[src/rtl/aes_inv_key_schedule.sv]
// Inverse AES-128 key schedule: streams round keys Nr..0 from the round-Nr key.
// Build option INV_KEY_SBOX_REG_EN adds a SUBW state that registers the S-box path.
module sub_table (
    input  logic [7:0] in_byte,
    output logic [7:0] out_byte
);

    function automatic logic [7:0] xtime(input logic [7:0] a);
        return {a[6:0], 1'b0} ^ (a[7] ? 8'h1b : 8'h00);
    endfunction

    function automatic logic [7:0] gmul(input logic [7:0] a,
                                        input logic [7:0] b);
        logic [7:0] p;
        logic [7:0] t;
        p = 8'h00;
        t = a;
        for (int i = 0; i < 8; i++) begin
            if (b[i]) p = p ^ t;
            t = xtime(t);
        end
        return p;
    endfunction

    // S-box as GF(2^8) inverse (x^254) followed by the affine map
    always_comb begin : sbox_c
        logic [7:0] sq;
        logic [7:0] inv;
        sq  = in_byte;
        inv = 8'h01;
        for (int i = 0; i < 7; i++) begin
            sq  = gmul(sq, sq);
            inv = gmul(inv, sq);
        end
        out_byte = inv
                 ^ {inv[6:0], inv[7]}
                 ^ {inv[5:0], inv[7:6]}
                 ^ {inv[4:0], inv[7:5]}
                 ^ {inv[3:0], inv[7:4]}
                 ^ 8'h63;
    end

endmodule

module aes_inv_key_schedule #(
    parameter int Nk = 4,
    parameter int Nr = 10
) (
    input  logic           clk,
    input  logic           reset,
    input  logic           start,
    input  logic [127:0]   keyIn,
    output logic [127:0]   key_out,
    output logic [3:0]     key_round,
    output logic           key_valid,
    input  logic           key_ready,
    output logic           key_last,
    output logic           busy,
    output logic           done
);

    typedef enum logic [2:0] {
        IDLE,
        EMIT,
        SUBW,
        STEP,
        FIN
    } state_t;

    state_t              state_q, state_d;
    logic [Nk*32-1:0]    cur_q, cur_d;
    logic [3:0]          rnd_q, rnd_d;
    logic                valid_q, valid_d;
    logic                last_q, last_d;
    logic                busy_q, busy_d;
    logic                done_q, done_d;

    logic [31:0]  w0, w1, w2, w3;
    logic [31:0]  p0, p1, p2, p3;
    logic [31:0]  rot, sw;
    logic [7:0]   rcon_v;
    logic [127:0] prev;

`ifdef INV_KEY_SBOX_REG_EN
    logic [31:0]  sub_q, sub_d;
    logic [7:0]   rcon_q, rcon_d;
`endif

    function automatic logic [7:0] rcon(input logic [3:0] r);
        case (r)
            4'd1:    return 8'h01;
            4'd2:    return 8'h02;
            4'd3:    return 8'h04;
            4'd4:    return 8'h08;
            4'd5:    return 8'h10;
            4'd6:    return 8'h20;
            4'd7:    return 8'h40;
            4'd8:    return 8'h80;
            4'd9:    return 8'h1b;
            4'd10:   return 8'h36;
            default: return 8'h00;
        endcase
    endfunction

    for (genvar i = 0; i < 4; i++) begin : g_sbox
        sub_table u_sbox (
            .in_byte  (rot[8*i +: 8]),
            .out_byte (sw[8*i +: 8])
        );
    end

    // Previous round key from the current one; only w0 needs the S-box
    always_comb begin
        w0     = cur_q[127:96];
        w1     = cur_q[95:64];
        w2     = cur_q[63:32];
        w3     = cur_q[31:0];
        p3     = w3 ^ w2;
        p2     = w2 ^ w1;
        p1     = w1 ^ w0;
        rot    = {p3[23:0], p3[31:24]};
        rcon_v = rcon(rnd_q);
`ifdef INV_KEY_SBOX_REG_EN
        p0     = w0 ^ sub_q ^ {rcon_q, 24'h0};
`else
        p0     = w0 ^ sw ^ {rcon_v, 24'h0};
`endif
        prev   = {p0, p1, p2, p3};
    end

    // Next-state and registered-output decode
    always_comb begin
        state_d = state_q;
        cur_d   = cur_q;
        rnd_d   = rnd_q;
`ifdef INV_KEY_SBOX_REG_EN
        sub_d   = sub_q;
        rcon_d  = rcon_q;
`endif
        unique case (state_q)
            IDLE: begin
                if (start) begin
                    cur_d   = keyIn;
                    rnd_d   = 4'(Nr);
                    state_d = EMIT;
                end
            end
            EMIT: begin
                if (key_ready) begin
                    if (rnd_q == 4'd0) begin
                        state_d = FIN;
                    end else begin
`ifdef INV_KEY_SBOX_REG_EN
                        state_d = SUBW;
`else
                        state_d = STEP;
`endif
                    end
                end
            end
            SUBW: begin
`ifdef INV_KEY_SBOX_REG_EN
                sub_d  = sw;
                rcon_d = rcon_v;
`endif
                state_d = STEP;
            end
            STEP: begin
                cur_d   = prev;
                rnd_d   = 4'(rnd_q - 4'd1);
                state_d = EMIT;
            end
            FIN: begin
                state_d = IDLE;
            end
            default: begin
                state_d = IDLE;
            end
        endcase
        valid_d = (state_d == EMIT);
        last_d  = (state_d == EMIT) && (rnd_d == 4'd0);
        busy_d  = (state_d != IDLE);
        done_d  = (state_d == FIN);
    end

    // State and output registers with synchronous reset
    always_ff @(posedge clk) begin
        if (reset) begin
            state_q <= IDLE;
            cur_q   <= '0;
            rnd_q   <= 4'd0;
            valid_q <= 1'b0;
            last_q  <= 1'b0;
            busy_q  <= 1'b0;
            done_q  <= 1'b0;
`ifdef INV_KEY_SBOX_REG_EN
            sub_q   <= 32'h0;
            rcon_q  <= 8'h0;
`endif
        end else begin
            state_q <= state_d;
            cur_q   <= cur_d;
            rnd_q   <= rnd_d;
            valid_q <= valid_d;
            last_q  <= last_d;
            busy_q  <= busy_d;
            done_q  <= done_d;
`ifdef INV_KEY_SBOX_REG_EN
            sub_q   <= sub_d;
            rcon_q  <= rcon_d;
`endif
        end
    end

    assign key_out   = cur_q;
    assign key_round = rnd_q;
    assign key_valid = valid_q;
    assign key_last  = last_q;
    assign busy      = busy_q;
    assign done      = done_q;

endmodule

[config.mk]
export PLATFORM = sky130hd
export DESIGN_NAME = aes_inv_key_schedule
export DESIGN_NICKNAME = d
export VERILOG_FILES = /design/src/rtl/aes_inv_key_schedule.sv
export SDC_FILE = /design/constraint.sdc
export NUM_CORES = 2
export LEC_CHECK = 0
export CAP_MARGIN = 10
export CORE_MARGIN = 2
export CORE_UTILIZATION = 50
export CTS_CLUSTER_DIAMETER = 60
export CTS_CLUSTER_SIZE = 12
export DETAILED_ROUTE_END_ITERATION = 10
export PLACE_DENSITY = 0.67
export SLEW_MARGIN = 20
export SYNTH_ARGS = -nofsm -noshare
export SYNTH_HDL_FRONTEND = slang
export SYNTH_SLANG_ARGS = --single-unit
[constraint.sdc]
create_clock -name clk -period 39.7 [get_ports clk]
set_clock_uncertainty 0.15 [all_clocks]
set_input_delay 7.94 -clock clk [delete_from_list [all_inputs] [get_ports clk]]
set_output_delay 7.94 -clock clk [all_outputs]
set_load 0.05 [all_outputs]
==> impl_metrics.ini <==
[floorplanning]
top_ports = 268
horizontal_extent_of_the_die_um = 353
core_area_sq_um = 121000
floorplan.rows = 128
design.die.area_sq_um = 125000
chipHeight_um = 353
initial_core_util_pct = 50.3

[timing]
report.final.slew_viol_count = 0
setup_viol_count_final = 0
fmax_mhz = 53.5
maxSlewHeadroom_pct = 20.7
final.min_clock_period_ns = 18.68
worstMarginPinSlew_ns = 1.18
setup_total_negative_slack_ns = 0
grt_setup_unrepaired = no
final_worst_path_cycle_share_pct = 47.1
finalHoldViolCount = 0

[grt]
grt_max_degree = 93
total_routing_usage_reported_by_global_routing_pct = 30.9
grt_remaining_overflow = 0
grt_pass1_vias = 54800
grt_first_pass_wirelength_mm = 317
antenna_violations_before_repair = 3

[setup_path]
critPathLaunch = key_out[63]$_SDFFE_PP0P_
critical_path.startpoint_type = flop
timing.critical_path.to = key_out[97]$_SDFFE_PP0P_
regToRegStartpoint = key_out[63]$_SDFFE_PP0P_
reg2reg_slack_ns = 21.02
critPathCaptureType = flop
maximum_cell_stage_delay_along_the_critical_path_ns = 0.75
worst-endpoint-arrival_ns = 18.87
crit_fanout = 21
r2r_cells = 55
most_prevalent_standard_cell_on_the_critical_path = xnor2_1
criticalPathCategory = flop to flop
crit_slowest_cell = xnor2_1
worstPathRequired_ns = 39.89
timing.rr.end = key_out[97]$_SDFFE_PP0P_

[min_path]
launch_instance_of_the_worst_min_delay_path = key_out[31]$_SDFFE_PP0P_
worst_hold_path_type = flop to flop

[run_status]
outcome = finished, final reports clean

[final_layout]
share_of_layout_cells_above_drive_strength_1_pct = 8.42
nets = 8485
final.fill_count = 11700
syn_to_final_growth_pct = 8.64

[drt]
top_signal_layer_used = met5
routed-wl-met2_mm = 89.0
postRouteWirelength_mm = 201
drt-pass1-iter-count = 6
detail_route.vias_per_cell = 6.00
vias = 59800
met3_wirelength_mm = 18.1
wl_met1_mm = 89.3
routed_wire_length_per_instance_um = 20.2
drtIter0Drc = 6652
route.detailed.drc = 0
route.antenna.remaining_nets = 0

[synthesis]
post_synthesis_cell_count = 8361
ys_seq_area_share_pct = 4.82
synth.lib_cells_used.distinct = 125
yosys_register_bits = 147
post_synth_top_flop = dfxtp_1
post_synth_and_or_nand_nor_area_fraction_pct = 20.1
cell_type_with_the_highest_aggregate_area_in_the_netlist = xnor2_1
post_synth_mux_area_share_pct = 3.38
netlist_top_cells_area = xnor2_1 25%, xnor3_1 8.2%, nor2_1 8.1%, xor2_1 6.4%, nand2_1 5.0%
async_flop_share_pct = 0
synth-compound-area-share_pct = 19.1
synth_area_in_adders_pct = 0.574
post_synth_design_cell_area_sq_um = 61000
synth-warning-count = 0
mappedNetlistNets = 8517
yosys.area_share.xor_xnor_pct = 47.5
syn_avg_cell_area_sq_um = 7.30
synth_top_family_by_area = XOR/XNOR gates
synth_enable_flop_cells = 0
post-synth-top-area-fraction_pct = 25.0

[clock_tree]
ctsHtreeMaxLevel = 4
cts-hold-fix-buffers = 0
clock_latency_of_the_later_clocked_register_in_the_worst_skew_pair_ns = 0.51
cts.path.max_buffers = 2
worst_setup_hold_path_clk_slew_ns = 0.08
cts_resized = 0
cts_buffers = 17
cts_tree = built
cts_root_buf = clkbuf_16
cts_setup_buffers = 0
clk_sinks = 147

[place]
dpl.hpwl_mm = 148
place.port_buffers = 267
gp_routability_congestion = 0.973

[flow_run]
drv_cap = 0
==> kinds of logic (layout without fill, tap and decap cells) <==
| kind of cell | Yosys count | after routing |
|---|---|---|
| XOR/XNOR | 2661 | 2661 |
| AND/OR/NAND/NOR | 2863 | 2863 |
| flip-flops | 147 | 147 |
| multiplexers | 199 | 199 |
| other | 0 | 1 |
| buffers and inverters | 685 | 666 |
| adder cells (fa/ha/maj) | 29 | 29 |
| AO/OA/AOI/OAI | 1777 | 1777 |
==> Yosys cell counts (all sizes together), types with 34 or more instances <==
| cell | instances |
|---|---|
| buf | 180 |
| inv | 116 |
| a211oi | 83 |
| and2 | 56 |
| clkbuf | 379 |
| xnor2 | 1891 |
| dfxtp | 147 |
| nor2 | 1322 |
| o21ai | 455 |
| a21oi | 487 |
| mux2i | 167 |
| o22ai | 101 |
| xnor3 | 242 |
| or3 | 34 |
| nand2b | 62 |
| nand2 | 822 |
| nor3 | 204 |
| nand3 | 153 |
| a31oi | 76 |
| a222oi | 47 |
| xor2 | 500 |
| a22oi | 45 |
| o211ai | 59 |
| and3 | 36 |
| nor2b | 61 |
| a32oi | 53 |
| a221oi | 41 |
==> registers in the layout (all words and copies together) (netlist names) <==
signal and cells:
busy 1, done 1, key_last 1, key_out 128, key_round 4, key_valid 1
rcon_v 8, state_q 3
==> metal layers <==
| metal | up-vias | track usage (%) |
|---|---|---|
| met5 | - | 0 |
| met4 | 2 | 8.20 |
| met3 | 285 | 5.91 |
| met2 | 2568 | 48.5 |
| met1 | 28500 | 43.2 |
| li1 | 28500 | - |
==> worst max-delay path: cells and delay by family (launching register included) <==
family / cells / cell delay, ns
compound gates: 6 / 1.02
simple gates: 9 / 2.34
buf+inv: 2 / 0.60
mux: 2 / 0.28
xor+xnor: 34 / 12.65
fa+ha+maj: 2 / 1.09
flops: 1 / 0.36
==> through the flow <==
step / std cells / area (sq um) / util (%) / setup WS, ns / hold slack [ns]
2_1_floorplan: 8361 / 61000 / - / 24.09 / 0.384
3_3_place_gp: 9935 / 65600 / 54.1 / 21.16 / 0.344
3_5_place_dp: 9935 / 65600 / 54.1 / 21.29 / 0.360
4_1_cts: 9967 / 66200 / 54.6 / 21.23 / 0.370
5_1_grt: 9968 / 66300 / 54.6 / 19.83 / 0.404
6_report: 9968 / 66300 / 54.6 / 21.02 / 0.369
==> how the worst min path moves through the flow <==
stage          depth (start not counted)  slack, ns                  endpoint
2_1_floorplan                          2       0.38     state_q[0]$_SDFF_PP0_
3_3_place_gp                           2       0.34  key_out[89]$_SDFFE_PP0P_
3_5_place_dp                           2       0.36  key_out[31]$_SDFFE_PP0P_
4_1_cts                                2       0.37  key_out[31]$_SDFFE_PP0P_
5_1_grt                                2       0.40   key_out[3]$_SDFFE_PP0P_
6_report                               2       0.37  key_out[31]$_SDFFE_PP0P_
==> layout by cell type (no fill, tap or decap), types with 153 or more instances in the layout <==
cell | netlist | layout
mux2i_1 | 165 | 165
xnor2_2 | 122 | 163
clkdlybuf4s50_1 | 0 | 266
xnor2_1 | 1743 | 1700
nand3_1 | 153 | 153
buf_4 | 17 | 241
o21ai_0 | 405 | 405
a21oi_1 | 475 | 475
nand2_1 | 821 | 820
xor2_1 | 448 | 436
nor3_1 | 202 | 201
xnor3_1 | 221 | 221
nor2_1 | 1314 | 1310
==> layout make-up <==
type                       instances  area (sq um)  area share (%)
timing repair buffer             508          4480            6.76
clock inverter                    15           181           0.274
multi-input combinational       7529         55800            84.1
clock buffer                      17           425           0.642
sequential                       147          2940            4.44
antenna                            1          2.50         0.00377
tap                             1625          2030            3.07
inverter                         126           473           0.713
Power is not shown: default switching activity piles up to over one toggle a cycle in this logic, so the estimate is an artifact.
